[config.mk]
export PLATFORM = sky130hd
export DESIGN_NAME = rgb_frame_reader
export DESIGN_NICKNAME = d
export VERILOG_FILES = /design/src/rtl/rgb_frame_reader_pkg.sv /design/src/rtl/rgb_word_fifo.sv /design/src/rtl/rgb_frame_reader.sv
export SDC_FILE = /design/constraint.sdc
export NUM_CORES = 1
export LEC_CHECK = 0
export CAP_MARGIN = 20
export CELL_PAD_IN_SITES_DETAIL_PLACEMENT = 0
export CELL_PAD_IN_SITES_GLOBAL_PLACEMENT = 2
export CORE_ASPECT_RATIO = 0.7
export CORE_UTILIZATION = 43
export CTS_CLUSTER_SIZE = 8
export DETAILED_ROUTE_END_ITERATION = 10
export PLACE_DENSITY = 0.92
export SLEW_MARGIN = 20
export SYNTH_ARGS = -nofsm -noshare
export SYNTH_HDL_FRONTEND = slang
export SYNTH_HIERARCHICAL = 1
export SYNTH_SLANG_ARGS = --single-unit
[constraint.sdc]
create_clock -name CLOCK_50_I -period 4.6 [get_ports CLOCK_50_I]
set_clock_uncertainty 0.1 [all_clocks]
set_input_delay 1.38 -clock CLOCK_50_I [delete_from_list [all_inputs] [get_ports CLOCK_50_I]]
set_output_delay 1.38 -clock CLOCK_50_I [all_outputs]
set_load 0.01 [all_outputs]
[src/rtl/rgb_frame_reader_pkg.sv]
// Shared constants and FSM state type for the RGB frame reader.
// Frame geometry defaults describe the 320x240 packed RGB frame in SRAM.
package rgb_frame_reader_pkg;
  localparam logic [17:0] RGB_BASE            = 18'd146944;
  localparam int          IMG_W               = 320;
  localparam int          IMG_H               = 240;
  localparam int          RGB_WORDS_PER_FRAME = IMG_W * IMG_H * 3 / 2;
  localparam int          SRAM_RD_LAT         = 2;
  localparam int          WFIFO_DEPTH         = 8;

  typedef enum logic [1:0] {S_IDLE, S_FETCH, S_DRAIN, S_DONE} rgb_rd_state_type;
endpackage

[src/rtl/rgb_word_fifo.sv]
// 16-bit first-word-fall-through FIFO with occupancy count.
// rd_data_o always shows the oldest entry while the FIFO is not empty.
module rgb_word_fifo #(
  parameter int DEPTH = 8,
  parameter int CW    = $clog2(DEPTH) + 1
) (
  input  logic          clk_i,
  input  logic          rst_n_i,
  input  logic          wr_en_i,
  input  logic [15:0]   wr_data_i,
  input  logic          rd_en_i,
  output logic [15:0]   rd_data_o,
  output logic [CW-1:0] count_o,
  output logic          empty_o
);
  localparam int AW = $clog2(DEPTH);

  logic [15:0]   mem_q [DEPTH];
  logic [AW-1:0] wr_ptr_q, rd_ptr_q;
  logic [CW-1:0] count_q;
  logic          do_wr, do_rd;

  assign do_rd = rd_en_i && (count_q != '0);
  assign do_wr = wr_en_i && ((count_q != CW'(DEPTH)) || do_rd);

  always_ff @(posedge clk_i or negedge rst_n_i) begin
    if (!rst_n_i) begin
      wr_ptr_q <= '0;
      rd_ptr_q <= '0;
      count_q  <= '0;
    end else begin
      if (do_wr) wr_ptr_q <= wr_ptr_q + AW'(1);
      if (do_rd) rd_ptr_q <= rd_ptr_q + AW'(1);
      count_q <= count_q + CW'(do_wr) - CW'(do_rd);
    end
  end

  always_ff @(posedge clk_i) begin
    if (do_wr) mem_q[wr_ptr_q] <= wr_data_i;
  end

  assign rd_data_o = mem_q[rd_ptr_q];
  assign count_o   = count_q;
  assign empty_o   = (count_q == '0);

  // Upstream credit accounting must never let a word arrive into a full FIFO.
  assert property (@(posedge clk_i) disable iff (!rst_n_i)
                   !(wr_en_i && (count_q == CW'(DEPTH)) && !rd_en_i));
endmodule

[src/rtl/rgb_frame_reader.sv]
// Streams a packed 8-bit RGB frame ({R0,G0},{B0,R1},{G1,B1} per pixel pair)
// from SRAM and presents one pixel per valid/ready handshake.
module rgb_frame_reader
  import rgb_frame_reader_pkg::*;
#(
  parameter logic [17:0] FRAME_BASE = RGB_BASE,
  parameter int          FRAME_W    = IMG_W,
  parameter int          FRAME_H    = IMG_H
) (
  input  logic        CLOCK_50_I,
  input  logic        resetn,
  input  logic        start,
  output logic        busy,
  output logic        done,
  output logic [17:0] SRAM_address,
  output logic        SRAM_we_n,
  input  logic [15:0] SRAM_read_data,
  output logic        pix_valid,
  input  logic        pix_ready,
  output logic [7:0]  R,
  output logic [7:0]  G,
  output logic [7:0]  B,
  output logic        sof,
  output logic        eol
);
  localparam int FRAME_WORDS = FRAME_W * FRAME_H * 3 / 2;
  localparam int CW          = $clog2(WFIFO_DEPTH) + 1;

  rgb_rd_state_type       state_q, state_d;
  logic [17:0]            addr_q, addr_d, issued_q, issued_d;
  logic [SRAM_RD_LAT-1:0] vld_q, vld_d;
  logic [1:0]             phase_q, phase_d;
  logic [15:0]            rg_q, rg_d;
  logic [7:0]             r1_q, r1_d, r_q, r_d, g_q, g_d, b_q, b_d;
  logic                   pv_q, pv_d;
  logic [9:0]             x_q, x_d, y_q, y_d;

  logic [CW-1:0] fifo_count;
  logic          fifo_empty;
  logic [15:0]   fifo_data;
  logic          rd_en, pop, hs, last_pix, out_free, frame_active;
  int            inflight;

  rgb_word_fifo #(.DEPTH(WFIFO_DEPTH), .CW(CW)) u_fifo (
    .clk_i    (CLOCK_50_I),
    .rst_n_i  (resetn),
    .wr_en_i  (vld_q[SRAM_RD_LAT-1]),
    .wr_data_i(SRAM_read_data),
    .rd_en_i  (pop),
    .rd_data_o(fifo_data),
    .count_o  (fifo_count),
    .empty_o  (fifo_empty)
  );

  always_comb begin
    inflight = 0;
    for (int i = 0; i < SRAM_RD_LAT; i++) inflight += int'(vld_q[i]);
  end

  // Handshake: a pixel transfers on a rising edge where pix_valid && pix_ready;
  // once raised, pix_valid and the pixel fields hold until that transfer.
  always_comb begin
    hs           = pv_q && pix_ready;
    last_pix     = hs && (x_q == 10'(FRAME_W - 1)) && (y_q == 10'(FRAME_H - 1));
    out_free     = !pv_q || pix_ready;
    frame_active = (state_q == S_FETCH) || (state_q == S_DRAIN);
    rd_en        = (state_q == S_FETCH) && ((int'(fifo_count) + inflight) < WFIFO_DEPTH);
    pop          = frame_active && !fifo_empty && out_free;
  end

  always_comb begin
    state_d  = state_q;
    addr_d   = addr_q;
    issued_d = issued_q;
    vld_d    = {vld_q[SRAM_RD_LAT-2:0], rd_en};
    phase_d  = phase_q;
    rg_d     = rg_q;
    r1_d     = r1_q;
    r_d      = r_q;
    g_d      = g_q;
    b_d      = b_q;
    pv_d     = pv_q;
    x_d      = x_q;
    y_d      = y_q;

    case (state_q)
      S_IDLE: if (start) begin
        state_d  = S_FETCH;
        addr_d   = FRAME_BASE;
        issued_d = '0;
        phase_d  = 2'd0;
        x_d      = '0;
        y_d      = '0;
      end
      S_FETCH: if (rd_en) begin
        issued_d = issued_q + 18'd1;
        // The final address is held rather than incremented so it never wraps.
        if (issued_q == 18'(FRAME_WORDS - 1)) state_d = S_DRAIN;
        else                                  addr_d  = addr_q + 18'd1;
      end
      S_DRAIN: ;
      default: state_d = S_IDLE;
    endcase
    if (last_pix) state_d = S_DONE;

    if (pop) begin
      case (phase_q)
        2'd0: begin
          rg_d    = fifo_data;
          phase_d = 2'd1;
        end
        2'd1: begin
          r_d     = rg_q[15:8];
          g_d     = rg_q[7:0];
          b_d     = fifo_data[15:8];
          r1_d    = fifo_data[7:0];
          phase_d = 2'd2;
        end
        default: begin
          r_d     = r1_q;
          g_d     = fifo_data[15:8];
          b_d     = fifo_data[7:0];
          phase_d = 2'd0;
        end
      endcase
    end

    if (pop && (phase_q != 2'd0)) pv_d = 1'b1;
    else if (hs)                  pv_d = 1'b0;

    if (hs) begin
      if (x_q == 10'(FRAME_W - 1)) begin
        x_d = '0;
        y_d = (y_q == 10'(FRAME_H - 1)) ? 10'd0 : y_q + 10'd1;
      end else begin
        x_d = x_q + 10'd1;
      end
    end
  end

  always_ff @(posedge CLOCK_50_I or negedge resetn) begin
    if (!resetn) begin
      state_q  <= S_IDLE;
      addr_q   <= FRAME_BASE;
      issued_q <= '0;
      vld_q    <= '0;
      phase_q  <= 2'd0;
      rg_q     <= '0;
      r1_q     <= '0;
      r_q      <= '0;
      g_q      <= '0;
      b_q      <= '0;
      pv_q     <= 1'b0;
      x_q      <= '0;
      y_q      <= '0;
    end else begin
      state_q  <= state_d;
      addr_q   <= addr_d;
      issued_q <= issued_d;
      vld_q    <= vld_d;
      phase_q  <= phase_d;
      rg_q     <= rg_d;
      r1_q     <= r1_d;
      r_q      <= r_d;
      g_q      <= g_d;
      b_q      <= b_d;
      pv_q     <= pv_d;
      x_q      <= x_d;
      y_q      <= y_d;
    end
  end

  assign busy         = frame_active;
  assign done         = (state_q == S_DONE);
  assign SRAM_address = addr_q;
  assign SRAM_we_n    = 1'b1;
  assign pix_valid    = pv_q;
  assign R            = r_q;
  assign G            = g_q;
  assign B            = b_q;
  assign sof          = pv_q && (x_q == 10'd0) && (y_q == 10'd0);
  assign eol          = pv_q && (x_q == 10'(FRAME_W - 1));
endmodule

==> run summary, run 1 <==
Status: finished, final reports clean
Global Route Usage Sum: 0.1886
Inserted Clock Buffers: 37
Setup violators final: 0
Library cells used by synthesis: 66
Post-CTS Setup Inserts: 0
Crit-path max FO: 7
Setup TNS Final: 0 ns
Mapped cell area: 11,090 um^2
DP HPWL: 15,740 um
Via/cell ratio: 5.619
Rel. slew slack: 0.2930
DRT antenna net count: 0
Vias in the first global route: 6,837
Pre-antenna DRT Iters: 5
Core Area: 24,980 um^2
Hold Path Class: flip-flop to flip-flop
Antenna cells: 0
Layout cells sized above 1: 0.1584
Die Y: 136.4 um
Dpl cell area: 12,170 um^2
Pin slew with the least headroom to its limit: 1.061 ns
First-pass GRT wire length: 38,720 um
Initial Utilization: 0.4438
Post-synth top area cell: edfxtp_1
Die Footprint: 26,440 um^2
I/O pin count: 68
EDFF count, synth: 128
I/O Buffers: 66
VDD IR max: 0.0003008 V
TritonCTS clock tree: built
Wire length per cell: 19.58 um
CP Launch Type: flip-flop
Slew Viols, Final: 0
Routability cong.: 0.7840
Clk Latency, worst-skew pair: 0.53 ns
Final worst-path cycle share: 0.8811
Post-synth top cells: edfxtp_1, dfrtp_1, nor2_1
Final hold vios: 0
Arrival @ worst endpoint: 2.57 ns
Remaining DRCs: 0
Crit path capture type: output pin
Post-synthesis sequential area ratio: 0.6204
CTS clk-pin slew, worst paths: 0.05 ns
Flops & latches, synth: 249
Synth top area cells: edfxtp_1, dfrtp_1, mux4_1
CTS sink cnt: 249
Max-cap violations: 0
DRT iter0 DRCs: 571
Mean Syn Cell Area: 13.86 um^2
Cts hold-fix bufs: 0
GR Overflow Total: 0
FP Rows: 48
Fmax: 246.7 MHz
Final non-filler cell area: 13,240 um^2
Instance count of the mapped netlist: 800
Syn_nets: 839
Post-synth ARST share: 0.4859
Post-layout util: 0.5299
Final Critical Period: 4.053 ns
Initial antenna violation count: 0
CP Class: flip-flop to output pin
Layout area overhead: 19.41%
Largest net degree at the start of global routing: 55
Clock root buffer: clkbuf_16
PwrDens: 616.8 nW/um^2
Tot Pwr: 8.167 mW
H-tree levels: 2
Synthesis Warnings: 6
Top-area cell type share of the netlist area: 0.3466
Worst slack, placed: 0.5521 ns
Die Wd: 193.9 um
Via count: 6,900
RSZ-0062 raised after global routing: no
Setup WS post-layout: 0.5471 ns
Most frequent cell after synthesis: edfxtp_1
WP data required: 3.12 ns
LEAKAGE: 4.947 nW
Nets@finish: 925
Prevailing post-synth register cell: edfxtp_1
Clock Path Buffers: 3
Resize count post-CTS: 0
Final Routed Wirelength: 24,050 um
[logic make-up (layout without fill, tap and decap cells)]
logic type	Yosys count	in the layout	share of synthesized area
adder cells (fa/ha/maj)	19	19	0.02212
buffers and inverters	56	159	0.02336
AO/OA/AOI/OAI	141	141	0.07843
XOR/XNOR	17	17	0.01343
flip-flops	249	249	0.6204
other	1	1	0.0003382
AND/OR/NAND/NOR	217	217	0.1026
multiplexers	100	100	0.1394
[worst max-delay path, stage by stage, from the launching register on]
cell             delay [ns]
dfrtp_1                0.44
inv_1                  0.09
ha_1                   0.13
or4b_2                 0.57
nor4_1                 0.25
clkdlybuf4s50_1        0.59
[through the flow]
step                cells  hold slack (ns)
floorplan             800           0.2597
global placement     1172           0.2670
detailed placement   1172           0.2689
CTS                  1228           0.3088
global route         1228           0.3255
finish               1228           0.2974
[worst paths after layout]
path	start	endpoint	slack [ns]	depth (start not counted)
worst max-delay path	x_q[0]	sof	0.55	5
worst min-delay path	vld_q[0]	vld_q[1]	0.30	0
worst max register to register	u_fifo/count_o[2]	u_fifo/mem_q[6][7]	1.43	10
worst min register to register	vld_q[0]	vld_q[1]	0.30	0
max in group asynchronous	resetn	SRAM_address[9]	2.80	2
min in group asynchronous	resetn	B[4]	0.76	1
[sequential cells by signal, summed over array words and instances (netlist names)]
signal           count
u_fifo/count_o       4
B                    8
u_fifo/mem_q       128
issued_q            18
r1_q                 8
pix_valid            1
u_fifo/wr_ptr_q      3
x_q                 10
u_fifo/rd_ptr_q      3
SRAM_address        18
state_q              2
vld_q                2
R                    8
phase_q              2
rg_q                16
y_q                 10
G                    8
[where the power goes]
group          switching, mW  internal [mW]  total [mW]
combinational           1.30           1.22        2.52
sequential             0.380           2.80        3.18
clock                  0.973           1.49        2.46
[final cells by class]
class,count,area [um^2]
inverter,19,71.32
sequential,249,6880
timing repair buffer,84,805.8
tap,325,406.6
clock inverter,4,88.84
clock buffer,52,982.2
multi-input combinational,495,4005
fill,2060,11740
[placed cells by master (no fill, tap or decap), types with 6 or more instances in the layout]
cell type	synthesis	layout
ha_1	18	18
clkbuf_16	0	37
mux4_2	8	8
mux4_1	24	24
nand2_1	41	41
buf_4	1	18
dfstp_2	6	6
dfrtp_1	115	114
o31ai_1	9	9
nand3_1	31	31
o211ai_1	6	6
or4_1	7	7
clkdlybuf4s50_1	0	65
a21oi_1	44	44
clkbuf_1	22	15
nor3_1	11	7
nand4_1	12	12
a31oi_1	7	7
or3_1	13	13
inv_1	19	19
nor2_1	58	57
xnor2_1	13	13
o21ai_0	40	39
mux2_2	43	43
mux2i_1	25	25
edfxtp_1	128	128
[layer usage]
metal / up-vias / GRT usage / wire, um
li1: 3237 / - / -
met1: 3434 / 0.3051 / 12610
met2: 195 / 0.2529 / 9704
met3: 34 / 0.03622 / 1367
met4: 0 / 0.05159 / 363
met5: - / 0 / 0
No activity file was read; power rests on OpenSTA's default activity.
==> run 2: changes to the inputs <==
--- a/config.mk
+++ b/config.mk
@@ -13,6 +13,7 @@
 export CTS_CLUSTER_SIZE = 8
 export DETAILED_ROUTE_END_ITERATION = 10
 export PLACE_DENSITY = 0.92
+export RECOVER_POWER = 25
 export SLEW_MARGIN = 20
 export SYNTH_ARGS = -nofsm -noshare
 export SYNTH_HDL_FRONTEND = slang
==> run summary, run 2 (synthesis gave the netlist of run 1 again) <==
GR peak layer: met1
Initial Utilization: 0.4438 (unchanged)
Dpl cells: 1,172 (unchanged)
Crit path capture type: output pin
VDD IR max: 0.0003010 V (about the same)
Crit path largest cell delay: 0.59 ns (about the same)
DRT antenna net count: 0 (unchanged)
PwrDens: 617.0 nW/um^2 (about the same)
FILL cells: 2,059 (-0.049%)
Post-Layout Cell Count: 1,228 (unchanged)
Remaining DRCs: 0 (unchanged)
Nets@finish: 925 (unchanged)
Post-layout util: 0.5298 (about the same)
CTS sink cnt: 249 (unchanged)
GR Overflow Total: 0 (unchanged)
Inserted Clock Buffers: 37 (unchanged)
Crit-path max FO: 7 (unchanged)
Die Wd: 193.9 um (unchanged)
Rel. slew slack: -0.6327 (-0.9257)
Resize count post-CTS: 0 (unchanged)
H-tree levels: 2 (unchanged)
RSZ-0062 raised after global routing: no
Global Route Usage Sum: 0.1886 (unchanged)
Met2 Use GR: 0.2529 (unchanged)
Final hold vios: 0 (unchanged)
Number of flip-flops in the largest register: 128 (unchanged)
Initial antenna violation count: 0 (unchanged)
WP data required: 3.12 ns (about the same)
Clk Latency, worst-skew pair: 0.53 ns (about the same)
Bufs and invs on worst path: 2 (unchanged)
DRT iter0 DRCs: 581 (+1.8%)
Reg2Reg Setup Slack: 1.42 ns (about the same)
Failing checks: capacitance limit, slew limit
Max-cap violations: 1 (+1)
Post-CTS Setup Inserts: 0 (unchanged)
Pin slew with the least headroom to its limit: 2.449 ns (+1.389 ns)
Slowest stage cell, crit path: clkdlybuf4s50_1
Antenna cells: 0 (unchanged)
Via count: 6,910 (+0.14%)
Largest net degree at the start of global routing: 55 (unchanged)
Layout cells sized above 1: 0.1573 (-0.001107)
First-pass GRT wire length: 38,720 um (unchanged)
Setup violators final: 0 (unchanged)
Final Critical Period: 4.053 ns (-0.00007800 ns)
Crit Reg-Reg Endpoint: u_fifo/mem_q[6][7]
FP Rows: 48 (unchanged)
Status: finished, violations left
TritonCTS clock tree: built
Vias in the first global route: 6,837 (unchanged)
CP Launch Type: flip-flop
Wire length per cell: 19.60 um (about the same)
Top cell family by delay on the critical path: simple AND/OR/NAND/NOR gates
CP Class: flip-flop to output pin
Die Footprint: 26,440 um^2 (unchanged)
Clock root buffer: clkbuf_16
Layout area overhead: 19.37% (about the same)
Met3 Use GR: 0.03622 (unchanged)
Critical Path Stages: 5 (unchanged)
Cts hold-fix bufs: 0 (unchanged)
Final Routed Wirelength: 24,060 um (about the same)
Clock Path Buffers: 3 (unchanged)
FF-to-FF Start: u_fifo/count_o[2]
Most flops, register: u_fifo/mem_q
Tot Pwr: 8.167 mW (about the same)
Core Area: 24,980 um^2 (unchanged)
Slew Viols, Final: 43 (+43)
Hold Path Class: flip-flop to flip-flop
GR met1 Demand/Resource: 0.3051 (unchanged)
Setup TNS Final: 0 ns (unchanged)
Routability cong.: 0.7840 (unchanged)
Commonest non-fill, non-tap cell in the layout: edfxtp_1
Final worst-path cycle share: 0.8811 (about the same)
Reg2Reg Depth: 10 (unchanged)
I/O pin count: 68 (unchanged)
Fmax: 246.7 MHz (about the same)
Via/cell ratio: 5.627 (+0.14%)
Die Y: 136.4 um (unchanged)
Pre-antenna DRT Iters: 5 (unchanged)
Critical path, cell by cell: inv_1 -> ha_1 -> or4b_2 -> nor4_1 -> clkdlybuf4s50_1
LEAKAGE: 4.945 nW (about the same)
CTS clk-pin slew, worst paths: 0.05 ns (about the same)
CP startpoint: x_q[0]
I/O Buffers: 66 (unchanged)
Arrival @ worst endpoint: 2.57 ns (about the same)
Most frequent cells in the layout: edfxtp_1, dfrtp_1, clkdlybuf4s50_1
DP HPWL: 15,740 um (unchanged)
Critical Path End: sof
-- run 2: cell type report --
type / count / area, um^2 / share of cell area
multi-input cells: 495 / 4005 / 0.3026
flip-flops and latches: 249 / 6880 / 0.5198
clock buffers: 52 / 982.2 / 0.07420
repair buffers: 84 / 802.0 / 0.06059
inverters: 19 / 71.32 / 0.005388
clock inverters: 4 / 88.84 / 0.006711
well taps: 325 / 406.6 / 0.03072
-- run 2: worst min path at each step --
| stage | startpoint | to | slack [ns] | depth (start not counted) |
|---|---|---|---|---|
| 2_1_floorplan | vld_q[0] | vld_q[1] | 0.26 | 0 |
| 3_3_place_gp | vld_q[0] | vld_q[1] | 0.27 | 0 |
| 3_5_place_dp | vld_q[0] | vld_q[1] | 0.27 | 0 |
| 4_1_cts | vld_q[0] | vld_q[1] | 0.31 | 0 |
| 5_1_grt | vld_q[0] | vld_q[1] | 0.33 | 0 |
| 6_report | vld_q[0] | vld_q[1] | 0.30 | 0 |
-- run 2: metrics by stage --
step                hold WS [ns]  cell area (um^2)  worst slack (ns)
detailed placement        0.2689             12170            0.5521
global placement          0.2670             12170            0.6676
finish                    0.2975             13240            0.5471
global route              0.3255             13240            0.3684
CTS                       0.3088             13240            0.5276
floorplan                 0.2597             11090            0.1635
-- run 2: report_power, final --
group	leakage, nW	total (mW)	internal [mW]	switching (mW)
logic	1.77	2.52	1.22	1.30
registers	2.67	3.18	2.80	0.381
clock network	0.510	2.47	1.49	0.974
total	4.95	8.17	5.51	2.65
-- run 2: routing by layer --
layer	up-vias	routed length (um)
met5	-	0
li1	3237	-
met1	3438	12740
met4	0	363
met3	34	1268
met2	201	9690
-- run 2: worst reg2reg max path: stages, from the launching register on --
cell	delay, ns
dfrtp_1	0.40
inv_1	0.12
ha_1	0.19
or3b_2	0.52
inv_1	0.09
nand3b_1	0.22
inv_1	0.19
nor2b_1	0.21
nor2_1	0.52
nor3_2	0.12
buf_4	0.25
